**src/rtl/prach_pkg.sv**
```systemverilog
// Shared types and sizing for the PRACH channel-pairing stages.
package prach_pkg;

  localparam int NumChannel     = 32;
  localparam int NumChannelUsed = 24;

  typedef logic signed [15:0] sample_t;
  typedef logic [7:0]         chn_t;

  typedef enum logic {
    PH0 = 1'b0,
    PH1 = 1'b1
  } phase_t;

endpackage

```
**src/rtl/prach_delay.sv**
```systemverilog
// Fixed-depth resettable delay line for control/side-band alignment.
module prach_delay #(
  parameter int WIDTH = 1,
  parameter int DEPTH = 1
) (
  input  logic             clk,
  input  logic             rst,
  input  logic [WIDTH-1:0] d,
  output logic [WIDTH-1:0] q
);

  logic [WIDTH-1:0] pipe [DEPTH];

  always_ff @(posedge clk) begin
    if (rst) begin
      for (int unsigned i = 0; i < DEPTH; i++) pipe[i] <= '0;
    end else begin
      pipe[0] <= d;
      for (int unsigned i = 1; i < DEPTH; i++) pipe[i] <= pipe[i-1];
    end
  end

  assign q = pipe[DEPTH-1];

endmodule

```
**src/rtl/prach_sdp_ram.sv**
```systemverilog
// Simple dual-port RAM: one write port, one registered read port, no reset.
module prach_sdp_ram #(
  parameter int DEPTH = 32,
  parameter int WIDTH = 16,
  parameter int AW    = (DEPTH > 1) ? $clog2(DEPTH) : 1
) (
  input  logic             clk,
  input  logic             wr_en,
  input  logic [AW-1:0]    wr_addr,
  input  logic [WIDTH-1:0] wr_data,
  input  logic             rd_en,
  input  logic [AW-1:0]    rd_addr,
  output logic [WIDTH-1:0] rd_data
);

  logic [WIDTH-1:0] mem [DEPTH];

  always_ff @(posedge clk) begin
    if (wr_en) mem[wr_addr] <= wr_data;
    if (rd_en) rd_data <= mem[rd_addr];
  end

endmodule

```
**src/rtl/prach_hb2_pair.sv**
```systemverilog
// HB2 front end: buffers phase-0 TDM samples and emits phase-0/phase-1 pairs
// for the used channels, with TDM sequence checking.
module prach_hb2_pair
  import prach_pkg::*;
#(
  parameter int NUM_CHANNEL      = NumChannel,
  parameter int NUM_CHANNEL_USED = NumChannelUsed,
  parameter int DW               = 16
) (
  input  logic          clk,
  input  logic          rst,
  input  logic [DW-1:0] din_dq,
  input  logic          din_dv,
  input  logic [7:0]    din_chn,
  input  logic          sync_in,
  output logic [DW-1:0] dout_dp1,
  output logic [DW-1:0] dout_dp2,
  output logic          dout_dv,
  output logic [7:0]    dout_chn,
  output logic          sync_out,
  output logic          err_seq
);

  localparam int   AW      = (NUM_CHANNEL > 1) ? $clog2(NUM_CHANNEL) : 1;
  localparam chn_t ChnNum  = chn_t'(NUM_CHANNEL);
  localparam chn_t ChnLast = chn_t'(NUM_CHANNEL - 1);
  localparam chn_t ChnUsed = chn_t'(NUM_CHANNEL_USED);
  localparam int   SW      = 2 + 8 + DW;

  phase_t        phase, phase_nxt;
  chn_t          exp_chn, exp_chn_nxt;
  logic          sync_pending, sync_pending_nxt;
  logic          err_nxt;
  logic          wr_en, rd_en, pair_sync;
  logic [AW-1:0] wr_addr;
  logic [DW-1:0] ram_q;

  always_comb begin
    phase_nxt        = phase;
    exp_chn_nxt      = exp_chn;
    sync_pending_nxt = sync_pending;
    err_nxt          = err_seq;
    wr_en            = 1'b0;
    rd_en            = 1'b0;
    pair_sync        = 1'b0;
    wr_addr          = din_chn[AW-1:0];
    if (din_dv) begin
      if (sync_in) begin
        // A sync beat is phase-0 channel 0 whatever din_chn carries.
        phase_nxt        = PH0;
        exp_chn_nxt      = 8'd1;
        sync_pending_nxt = 1'b1;
        err_nxt          = 1'b0;
        wr_en            = 1'b1;
        wr_addr          = '0;
      end else if (din_chn != exp_chn || din_chn >= ChnNum) begin
        err_nxt = 1'b1;
      end else begin
        exp_chn_nxt = (din_chn == ChnLast) ? '0 : chn_t'(din_chn + 8'd1);
        if (din_chn == ChnLast) phase_nxt = (phase == PH0) ? PH1 : PH0;
        if (phase == PH0) begin
          wr_en = 1'b1;
        end else if (din_chn < ChnUsed) begin
          rd_en = 1'b1;
          if (din_chn == '0 && sync_pending) begin
            pair_sync        = 1'b1;
            sync_pending_nxt = 1'b0;
          end
        end
      end
    end
  end

  always_ff @(posedge clk) begin
    if (rst) begin
      phase        <= PH0;
      exp_chn      <= '0;
      sync_pending <= 1'b0;
      err_seq      <= 1'b0;
    end else begin
      phase        <= phase_nxt;
      exp_chn      <= exp_chn_nxt;
      sync_pending <= sync_pending_nxt;
      err_seq      <= err_nxt;
    end
  end

  prach_sdp_ram #(
    .DEPTH (NUM_CHANNEL),
    .WIDTH (DW),
    .AW    (AW)
  ) u_ram (
    .clk     (clk),
    .wr_en   (wr_en),
    .wr_addr (wr_addr),
    .wr_data (din_dq),
    .rd_en   (rd_en),
    .rd_addr (din_chn[AW-1:0]),
    .rd_data (ram_q)
  );

  logic          s1_sync, s1_dv;
  logic [7:0]    s1_chn;
  logic [DW-1:0] s1_dq;

  // One stage matches the RAM read latency; the output register adds the second.
  prach_delay #(
    .WIDTH (SW),
    .DEPTH (1)
  ) u_align (
    .clk (clk),
    .rst (rst),
    .d   ({pair_sync, rd_en, din_chn, din_dq}),
    .q   ({s1_sync, s1_dv, s1_chn, s1_dq})
  );

  always_ff @(posedge clk) begin
    if (rst) begin
      dout_dv  <= 1'b0;
      sync_out <= 1'b0;
      dout_dp1 <= '0;
      dout_dp2 <= '0;
      dout_chn <= '0;
    end else begin
      dout_dv  <= s1_dv;
      sync_out <= s1_dv & s1_sync;
      if (s1_dv) begin
        dout_dp1 <= ram_q;
        dout_dp2 <= s1_dq;
        dout_chn <= s1_chn;
      end
    end
  end

endmodule

```
**config.mk**
```make
export PLATFORM = sky130hd
export DESIGN_NAME = prach_hb2_pair
export DESIGN_NICKNAME = d
export VERILOG_FILES = /design/src/rtl/prach_pkg.sv /design/src/rtl/prach_delay.sv /design/src/rtl/prach_sdp_ram.sv /design/src/rtl/prach_hb2_pair.sv
export SDC_FILE = /design/constraint.sdc
export NUM_CORES = 1
export LEC_CHECK = 0
export CELL_PAD_IN_SITES_DETAIL_PLACEMENT = 0
export CELL_PAD_IN_SITES_GLOBAL_PLACEMENT = 1
export CORE_MARGIN = 1.5
export CORE_UTILIZATION = 57
export DETAILED_ROUTE_END_ITERATION = 8
export MAX_ROUTING_LAYER = met4
export PLACE_DENSITY = 0.86
export SETUP_SLACK_MARGIN = 0.02
export SKIP_LAST_GASP = 1
export SYNTH_ARGS = -nofsm -noshare
export SYNTH_HDL_FRONTEND = slang
export SYNTH_SLANG_ARGS = --single-unit
export TNS_END_PERCENT = 10
```
**constraint.sdc**
```tcl
create_clock -name clk -period 6 [get_ports clk]
set_input_delay 0.6 -clock clk [delete_from_list [all_inputs] [get_ports clk]]
set_output_delay 0.6 -clock clk [all_outputs]
set_load 0.01 [all_outputs]
```
; Word level (Yosys, flattened, before mapping)
; Memory sizes are Yosys's and may differ from the RTL's. A register that Yosys moved wholly into a read port is not among the register bits.
; Index checks and enable logic that the tools add are counted.
[totals]
out_inout_bits = 43
ram_bits = 538
rom_bits = 0
memories = 2
reg_bits = 53
latch_bits = 0
inputBits = 28
[memory_table]
columns = memory, words, word_bits, rd, rd_clocked_by_memory_dff, write_ports, line_no
row1 = u_ram.mem, 32, 16, 1, 1, 1, prach_sdp_ram.sv:16  ; logic [WIDTH-1:0] mem [DEPTH];
row2 = u_align.pipe, 1, 26, 1, 0, 1, prach_delay.sv:12  ; logic [WIDTH-1:0] pipe [DEPTH];
[classes]
muxes = 37
bitwise_logic = 1
n_eq_ne = 3
div_mod_pow = 0
addsub = 1
magnitude_cmp = 2
multipliers = 0
reduce_logical = 13
shift = 0
[ops]
columns = cell, count
row1 = 1-bit two-way mux, 31
row2 = 26-bit two-way mux, 1
row3 = 26-bit OR reduction, 1
row4 = 8-bit two-way mux, 3
row5 = 5-bit two-way mux, 2
row6 = 2-bit nonzero test, 5
row7 = "8-bit by 1-bit adder with 8-bit output, second input constant", 1
row8 = "8-bit by 5-bit == test with 1-bit output, second input constant", 1
row9 = "8-bit by 6-bit >= comparator with 1-bit output, second input constant", 1
row10 = 8-bit zero test, 1
row11 = "8-bit by 5-bit < comparator with 1-bit output, second input constant", 1
row12 = 8-bit != test, 1
row13 = 5-bit AND reduction, 1
row14 = 2-bit AND reduction, 2
row15 = 3-bit AND reduction, 1
row16 = "2-bit != test, second input constant", 1
row17 = 1-bit AND, 1
row18 = 1-bit logical AND, 1
row19 = 1-bit logical OR, 1

; Depth between registers and ports, before layout
; Gate-level depths: netlist of run 1.
[logic_depth]
depth_word = 9
depth_mapped = 8

; By module
; Synthesis of run 1 repeated with hierarchy kept, for this count alone.
[hier_totals]
hier_cells = 1421
hier_area_um2 = 23598.9
[by_module_without_submodules]
columns = mod, cells_per_inst, instances, area_per_inst_um2
row1 = prach_sdp_ram, 1143, 1, 20696.1
row2 = prach_hb2_pair, 224, 1, 2202.1
row3 = prach_delay, 54, 1, 700.7

; Worst setup path before layout of run 1
; No wires, ideal clock.
[synth_path]
kind = input-to-reg
startpoint = input din_chn[2]
endpoint = memory u_ram.mem[8][0] (enable)
arrival_ps = 3217
path_slack_ps = 2352
stages = 5
required_ps = 5570
setup_time_ps = 430
path_cell_list = buf_4 -> buf_2 -> buf_1 -> or3b_2 -> nor4_1
[synth_via]
elab_chain_len = 7
word_cells_on_any_way = 10
classes_between = order compare: 1 / eq/ne: 1 / mux: 7 / reduce/logical: 1
[synth_lines]
columns = item, line_no
row1 = "start, declared", prach_hb2_pair.sv:14  ; input logic [7:0] din_chn,
row2 = 8-bit by 6-bit >= comparator with 1-bit output or 8-bit != test (tied branches), prach_hb2_pair.sv:56  ; end else if (din_chn != exp_chn || din_chn >= ChnNum) begin
row3 = 1-bit logical OR, prach_hb2_pair.sv:56
row4 = 1-bit two-way mux, prach_hb2_pair.sv:56
row5 = 1-bit two-way mux, prach_hb2_pair.sv:48  ; if (sync_in) begin
row6 = 1-bit two-way mux, prach_hb2_pair.sv:47  ; if (din_dv) begin
row7 = 1-bit two-way mux, prach_sdp_ram.sv:19  ; if (wr_en) mem[wr_addr] <= wr_data;
row8 = 1-bit two-way mux (implied by the code), prach_sdp_ram.sv:19
row9 = "end, declared", prach_sdp_ram.sv:16
; Parallel ways exist; a longest one is shown, timed or not.

; Worst setup path after layout of run 1
[layout_path]
startpoint = input din_chn[3]
endpoint = memory u_ram.mem[26][12] (enable)
; The elaborated chain is that of the path after synthesis.

==> results of run 1 <==
[Yosys cell counts (2+ instances only)]
cell type	count
a2111oi_2	2
a211oi_1	16
a21oi_1	23
a22o_1	2
a22oi_1	42
a31oi_1	3
and2_1	3
and3_1	3
and4_1	3
buf_1	11
buf_2	25
buf_4	10
buf_6	2
clkbuf_1	31
dfxtp_1	79
edfxtp_1	528
ha_1	2
inv_1	4
mux2i_1	102
mux4_1	5
mux4_2	92
nand2_1	15
nand3_1	7
nand3b_1	4
nand4_1	5
nor2_1	68
nor2b_1	27
nor3_1	14
nor3b_1	2
nor4_1	6
o21a_1	2
o21ai_0	3
o221ai_1	15
o22ai_1	17
or3_1	2
or3b_2	3
or4_1	5
xnor2_1	6
xor2_1	3
[area by class of cell]
class | instances | area [µm²] | area share
clock inverters | 42 | 467.9 | 0.01775
multi-input cells | 511 | 5190 | 0.1969
flip-flops and latches | 607 | 17440 | 0.6616
well taps | 525 | 656.9 | 0.02492
clock buffers | 66 | 1480 | 0.05616
inverters | 4 | 15.01 | 0.0005697
repair buffers | 126 | 1109 | 0.04206
[metal layers]
metal,GRT usage,vias to the layer above,wire length [µm]
met3,0.04490,112,4457
met2,0.4103,598,25250
li1,-,5076,-
met1,0.3651,6204,20850
met5,-,-,0
met4,0.1016,0,1888
[worst max-delay path by stage]
stage                                              to  cells after the start        from
after floorplan             u_ram.mem[8][0]$_DFFE_PP_                      5  din_chn[2]
after global placement     u_ram.mem[26][6]$_DFFE_PP_                      5  din_chn[3]
after detailed placement  u_ram.mem[26][13]$_DFFE_PP_                      5  din_chn[3]
after CTS                  u_ram.mem[26][3]$_DFFE_PP_                      5  din_chn[3]
after global routing       u_ram.mem[26][8]$_DFFE_PP_                      5  din_chn[3]
final                     u_ram.mem[26][12]$_DFFE_PP_                      5  din_chn[3]
[flip-flops by register name, indices dropped and copies added, names as in the netlist]
name,count
u_ram.mem,512
u_align.pipe,26
dout_dp1,16
dout_dp2,16
u_ram.rd_data,16
dout_chn,8
exp_chn,8
dout_dv,1
err_seq,1
phase,1
sync_out,1
sync_pending,1
[metrics by stage]
stage               std cells  power, mW  hold WS, ps  utilization  cell area [µm²]
floorplan                1202      4.921        405.7            -            22980
global placement         1773      5.072        424.6       0.6143            24410
detailed placement       1773      5.085        434.7       0.6143            24410
CTS                      1881      8.774        461.1       0.6633            26350
global route             1881      8.953        485.6       0.6634            26360
finish                   1881      8.727        464.5       0.6634            26360
[critical path, stage by stage]
cell	delay (ps)
clkdlybuf4s50_1	950
xnor2_1	210
nand4_1	440
or4_1	850
nor2_2	740
[power by group through the flow]
stage / registers (mW) / clock network, mW / logic [mW]
detailed placement: 4.71 / 0 / 0.378
CTS: 4.62 / 3.78 / 0.380
finish: 4.62 / 3.73 / 0.380
global route: 4.61 / 3.94 / 0.403
global placement: 4.71 / 0 / 0.367
floorplan: 4.71 / 0 / 0.216
[kinds of logic after synthesis]
family	count (synthesis)
adders and majority gates	2
AOI/OAI and AO/OA	131
and+or+nand+nor	170
buffers and inverters	84
muxes	199
xor gates and xnor gates	9
DFF	607
==> impl_metrics.tcl, run 1 <==
set metrics [dict create \
    initial_core_util 0.5784 \
    netlist_instances 1202 \
    n_antenna_cell 0 \
    crit_fanout 20 \
    synthTopCellsByArea "edfxtp_1 69%, mux4_2 9.0%, dfxtp_1 6.9%" \
    rr_worst_depth 4 \
    cts_setup_buffers 0 \
    worstPathRequired_ps 6250 \
    p_leak_nw 8.484 \
    skew_ps 17.75 \
    irDropWorstVdd_mv 0.3703 \
    syn2layout_area_growth_pct 14.69 \
    regToRegStartpoint "exp_chn[7]$_SDFFE_PP0P_" \
    syn-num-nets 1232 \
    dp_slack_ps 1530 \
    vias 11990 \
    layout_commonest_cell "edfxtp_1" \
    combinationalPowerShare 0.044 \
    cts_sinks 607 \
    cts_resized 0 \
    grt-ovfl-total 0 \
    min_path_cells 2 \
    hold_path.class "reg -> reg" \
    synth_top_family_by_area "multiplexers" \
    routabilityCongestion 0.8323 \
    antenna_found_initial 1 \
    postSynthAreaPerCell_um2 19.12 \
    nNetsFinal 1337 \
    p_switching_mw 1.815 \
    report.final.slew_viol_count 0 \
    row_count 73 \
    synth_adder_area_share 0.001089 \
    power_frac_seq 0.529 \
    drt-vias-per-instance 6.374 \
    fin_tns_setup_ps 0 \
    synth-xor-area-share 0.003430 \
    final_cell_mix "528 x edfxtp_1, 102 x mux2i_1, 92 x mux4_2" \
    setup_viol 0 \
    dieArea_um2 41530 \
    internal-power_mw 6.912 \
    p_per_area_nw_per_um2 331.1 \
    synthesis.area_um2 22980 \
    yosys.cell_types.count 49 \
    hpwl_um 29730 \
    wl_per_cell_um 27.88 \
    synth_seq_area_share 0.7588 \
    grt_max_degree 78 \
    synth_seq_cells 607 \
    relSlewSlack 0.1214 \
    synth-edff-count 528 \
    io_pins 71 \
    synth.area.mux_share 0.1403 \
    yosys.area.top_type_share 0.6899 \
    rrSetupSlack_ps 3050 \
    clockPowerShare 0.428 \
    ys_async_sr_fraction 0 \
    cts_hold_buf 0 \
    ctsHtreeMaxLevel 2 \
    finalWirelength_um 52440 \
    swShare 0.2080 \
    min_period_ps 3561 \
    cts_tree "built" \
    cap_viol_max_count 0 \
    hold_end "sync_pending$_SDFFE_PP0P_" \
    hold_viol 0 \
    cts.clk_slew.worst_paths_ps 70 \
    tightest_slew_ps 1314 \
    drt-initial-drc-count 1432 \
    synth_flop_cell "edfxtp_1" \
    worstPathArrival_ps 3810 \
    fill_cells 2538 \
    crit_path_start_kind "primary input" \
    port_buffers 70 \
    die_y_um 203.8 \
    timing_worst_setup_path_type "in -> reg" \
    die_x_um 203.8 \
    core_um2 39730 \
    cts_root_buf "clkbuf_16" \
    synth_largest_area_cell "edfxtp_1" \
    synth_warnings 0 \
    grt.total_usage 0.2677 \
    layout-drive-gt1-share 0.1954 \
    grt_pass1_vias 11770 \
    min_from "sync_pending$_SDFFE_PP0P_" \
    insertion_delay_ps 620 \
    synth-compound-area-share 0.04073 \
    yosys.area_share.simple 0.03762 \
    antenna_left 0 \
    end_kind "flop" \
    rsz0062_at_grt "no" \
    max_freq_ghz 0.2808 \
    cts_buffers 57 \
    drc_errors 0 \
    clk_path_buf_depth 3 \
    first_pass_iters 5 \
    grt_pass1_wl_um 77090 \
    status "finished, final reports clean" \
    reg2reg_to "u_ram.mem[26][12]$_DFFE_PP_" \
    setup_slack_ps 2439 \
    post-route-period-util 0.5935 \
]
No activity file was read; power rests on OpenSTA's default activity.
==> inputs of run 2 (changes only) <==
- CORE_UTILIZATION: 57 -> 48
- PLACE_DENSITY: 0.86 -> 0.77
- clock period: 6 -> 2.96 ns (I/O delays scaled with it)
==> impl_metrics.tcl, run 2 (same netlist as run 1, synthesis figures left out) <==
set metrics [dict create \
    crit_path_start_kind "flop" \
    die_y_um 221.8 \
    layout-drive-gt1-share 0.2092 \
    irDropWorstVdd_mv 0.4489 \
    rsz0062_at_grt "no" \
    tightest_slew_ps 673.8 \
    grt_pass1_wl_um 79700 \
    clk_path_buf_depth 3 \
    setup_slack_ps 599.1 \
    rrSetupSlack_ps 600 \
    dp_slack_ps 169.5 \
    core_um2 46850 \
    io_pins 71 \
    status "finished, final reports clean" \
    seq_area_um2 17440 \
    antenna_left 0 \
    worstPathRequired_ps 3260 \
    largestRegisters "u_ram.mem: 512 flops, u_align.pipe: 26 flops" \
    max_freq_ghz 0.4236 \
    min_from "din_chn[0]" \
    post-route-period-util 0.7976 \
    drt-initial-drc-count 1481 \
    setup_viol 0 \
    wl_per_cell_um 26.92 \
    cap_viol_max_count 0 \
    worstPathArrival_ps 2660 \
    hold_path.class "in -> reg" \
    max_stage_delay_ps 410 \
    cpLargestDelayFamily "simple AND/OR/NAND/NOR gates" \
    fin_area_um2 26750 \
    grt_pass1_vias 11890 \
    relSlewSlack 0.5508 \
    fill_cells 3498 \
    cts_root_buf "clkbuf_16" \
    regToRegStartpoint "exp_chn[4]$_SDFFE_PP0P_" \
    top_register "u_ram.mem" \
    routabilityCongestion 0.8263 \
    p_leak_nw 8.658 \
    skew_ps 9.835 \
    largest_reg_flops 512 \
    cp-startpoint "exp_chn[4]$_SDFFE_PP0P_" \
    nNetsFinal 1379 \
    p_per_area_nw_per_um2 640.4 \
    first_pass_iters 7 \
    cts.clk_slew.worst_paths_ps 60 \
    finalWirelength_um 53940 \
    die_x_um 221.8 \
    end_kind "flop" \
    antenna_found_initial 1 \
    multiInputGateArea_um2 5199 \
    ctsHtreeMaxLevel 2 \
    cts_sinks 607 \
    initial_core_util 0.4905 \
    hold_viol 0 \
    total_power_mw 17.13 \
    min_period_ps 2361 \
    path_buf_inv 1 \
    report.final.slew_viol_count 0 \
    final_cell_mix "528 x edfxtp_1, 102 x mux2i_1, 92 x mux4_2" \
    cts_resized 0 \
    row_count 79 \
    crit_fanout 16 \
    vias 11920 \
    dieArea_um2 49200 \
    drt-vias-per-instance 5.946 \
    cts_hold_buf 0 \
    cts_buffers 59 \
    grt-ovfl-total 0 \
    cts_setup_buffers 0 \
    hpwl_um 33110 \
    layout_commonest_cell "edfxtp_1" \
    timing_worst_setup_path_type "reg -> reg" \
    syn2layout_area_growth_pct 16.38 \
    port_buffers 70 \
    drc_errors 0 \
    postPlaceCellArea_um2 24970 \
    grt.total_usage 0.2296 \
    cts_tree "built" \
    critPathSlowestCell "nor4_2" \
    path_cells "xnor2_1, and3_1, nand2_1, nor4_2, buf_4" \
    grt_max_degree 51 \
    insertion_delay_ps 610 \
]
run 2: worst register-to-register path, cell delays in order (launching register included):
cell     delay [ps]
dfxtp_1         330
xnor2_1         240
and3_1          360
nand2_1         380
nor4_2          420
buf_4           310
run 2: layer usage:
layer / routed length, µm / up-vias / GRT usage
met5: 0 / - / -
met4: 1467 / 0 / 0.07092
met3: 4254 / 88 / 0.04598
met2: 25570 / 493 / 0.3465
met1: 22650 / 6161 / 0.3174
li1: - / 5173 / -
run 2: area by class of cell:
| cell class | instances | share of cell area |
|---|---|---|
| well taps | 607 | 0.02840 |
| flip-flops and latches | 607 | 0.6520 |
| diodes | 1 | 0.00009356 |
| clock buffers | 77 | 0.05969 |
| multi-input cells | 511 | 0.1944 |
| inverters | 4 | 0.0005614 |
| clock inverters | 31 | 0.006596 |
| repair buffers | 166 | 0.05829 |
run 2: worst paths after layout:
| check | end | depth (start not counted) |
|---|---|---|
| setup / recovery | u_ram.mem[24][3]$_DFFE_PP_ | 5 |
| hold / removal | u_align.pipe[0][16]$_SDFF_PP0_ | 3 |
| setup reg to reg | u_ram.mem[24][3]$_DFFE_PP_ | 5 |
| hold reg to reg | exp_chn[5]$_SDFFE_PP0P_ | 2 |
run 2: where the power goes:
| part | internal (mW) | switching [mW] | total, mW |
|---|---|---|---|
| logic | 0.309 | 0.529 | 0.838 |
| clock network | 3.86 | 3.07 | 6.93 |
| registers | 9.34 | 0.0137 | 9.36 |
run 2: per-stage QoR:
step | setup TNS (ps) | instances | util | hold slack (ps)
4_1_cts | 0 | 2003 | 0.5708 | 186.6
5_1_grt | 0 | 2004 | 0.5708 | 213.3
6_report | 0 | 2004 | 0.5708 | 210.6
2_1_floorplan | -21410 | 1202 | - | 382.6
3_5_place_dp | 0 | 1895 | 0.5330 | 452.5
3_3_place_gp | 0 | 1895 | 0.5330 | 445.3
==> inputs of run 3 (changes only) <==
- clock period: 2.96 -> 2.1 ns (I/O delays scaled with it)
==> impl_metrics.tcl, run 3 (same netlist as run 1, synthesis figures left out) <==
set metrics [dict create \
    status "finished with violations" \
    failed_checks "setup timing" \
    largest_reg_flops 512 \
    max_stage_delay_ps 590 \
    p_switching_mw 5.155 \
    dp_slack_ps -414.0 \
    first_pass_iters 5 \
    cts_root_buf "clkbuf_16" \
    cts_buffers 59 \
    antenna_left 0 \
    swShare 0.2102 \
    gr-usage-met2 0.3656 \
    layout_commonest_cell "edfxtp_1" \
    busiest_layer "met2" \
    initial_core_util 0.4905 \
    die_x_um 221.8 \
    report.final.slew_viol_count 0 \
    p_leak_nw 9.258 \
    cap_viol_max_count 0 \
    dpl.cell_count 1966 \
    grt_max_degree 62 \
    met3_usage 0.04015 \
    cts_tree "built" \
    largestRegisters "u_ram.mem: 512 flops, u_align.pipe: 26 flops" \
    die_y_um 221.8 \
    antenna_found_initial 1 \
    cts_sinks 607 \
    grt.total_usage 0.2343 \
    wl_per_cell_um 26.79 \
    nNetsFinal 1453 \
    drc_errors 0 \
    drt-vias-per-instance 5.943 \
    drt-initial-drc-count 1085 \
    path_cells "xnor2_2, nand3_1, or4_4, buf_12, nor2_4, clkbuf_16" \
    max_freq_ghz 0.4726 \
    relSlewSlack 0.6684 \
    p_per_area_nw_per_um2 868.3 \
    hold_viol 0 \
    grt-ovfl-total 0 \
    power_frac_seq 0.538 \
    crit_path_start_kind "flop" \
    clockPowerShare 0.406 \
    worstPathArrival_ps 2440 \
    finalWirelength_um 55620 \
    fill_cells 3295 \
    grt_pass1_vias 12330 \
    io_pins 71 \
    irDropWorstVdd_mv 0.6658 \
    clk_path_buf_depth 3 \
    hold_ws_ps 33.97 \
    grt_pass1_wl_um 81420 \
    hpwl_um 34330 \
    setup_viol 8 \
    timing_worst_setup_path_type "reg -> reg" \
    hold_path.class "in -> reg" \
    internal-power_mw 19.37 \
    final-instance-count-excl-fill 2076 \
    min_period_ps 2116 \
    final_util 0.6028 \
    combinationalPowerShare 0.056 \
    worstPathRequired_ps 2430 \
    port_buffers 70 \
    final_cell_mix "528 x edfxtp_1, 110 x buf_4, 102 x mux2i_1" \
    crit_fanout 8 \
    syn2layout_area_growth_pct 22.91 \
    tightest_slew_ps 497.4 \
    rsz0062_at_grt "yes" \
    ctsHtreeMaxLevel 2 \
    insertion_delay_ps 610 \
    critPathSlowestCell "or4_4" \
    layout-drive-gt1-share 0.2745 \
    dieArea_um2 49200 \
    routabilityCongestion 0.8625 \
    fin_tns_setup_ps -121.3 \
    top_register "u_ram.mem" \
    setup_slack_ps -15.99 \
    skew_ps 9.986 \
    grt.met1_usage 0.3110 \
    cts_hold_buf 0 \
    core_um2 46850 \
    row_count 79 \
    post-route-period-util 1.008 \
    end_kind "flop" \
    vias 12340 \
    cts.clk_slew.worst_paths_ps 60 \
]
==> run 3: what timing repair did <==
| item | CTS | global route |
|---|---|---|
| buffers inserted | 0 | 1 |
| pin swaps | 0 | 7 |
| cloned | 0 | 2 |
| setup endpoints to repair | 224 | 304 |
| hold endpoints to repair | 0 | 0 |
| gates resized for setup | 2 | 9 |
==> run 3: final timing paths <==
kind                                        from                     endpoint  slack (ps)  depth (start not counted)
setup / recovery         exp_chn[4]$_SDFFE_PP0P_  u_ram.mem[31][15]$_DFFE_PP_         -20                          6
hold reg to reg   u_align.pipe[0][11]$_SDFF_PP0_    dout_dp2[11]$_SDFFE_PP0P_         470                          2
hold / removal                               rst     dout_dp1[4]$_SDFFE_PP0P_          30                          2
setup reg to reg         exp_chn[4]$_SDFFE_PP0P_  u_ram.mem[31][15]$_DFFE_PP_         -20                          6
==> run 3: through the flow <==
step	cell area (µm²)	power, mW
floorplan	23330	14.09
global placement	26350	14.79
detailed placement	26350	14.82
CTS	28140	24.67
global route	28240	25.22
finish	28240	24.52
==> run 3: routing by layer <==
metal | share of wire | vias up
li1 | - | 5328
met1 | 0.41 | 6453
met2 | 0.49 | 459
met3 | 0.065 | 98
met4 | 0.035 | 0
met5 | 0 | -
==> run 3: cell type report <==
type	count	area, µm²	area share
multi-input combinational	511	5499	0.1947
clock inverter	33	260.3	0.009214
clock buffer	73	1529	0.05413
timing repair buffer	240	2738	0.09693
sequential	607	17440	0.6175
antenna	1	2.502	0.00008860
inverter	4	15.01	0.0005316
tap	607	759.5	0.02689
==> run 3: power groups by stage <==
stage	Clock, mW	Combinational, mW	Sequential, mW
after floorplan	0	0.650	13.4
after global placement	0	1.35	13.4
after detailed placement	0	1.37	13.4
after CTS	10.1	1.38	13.2
after global routing	10.6	1.46	13.2
final	9.95	1.38	13.2
==> run 3: worst max-delay path, delay by kind of cell, from the launching register on <==
kind	cells	cell delay, ps
AND/OR/NAND/NOR	3	940
buffers and inverters	2	370
flip-flops	1	390
XOR/XNOR	1	140
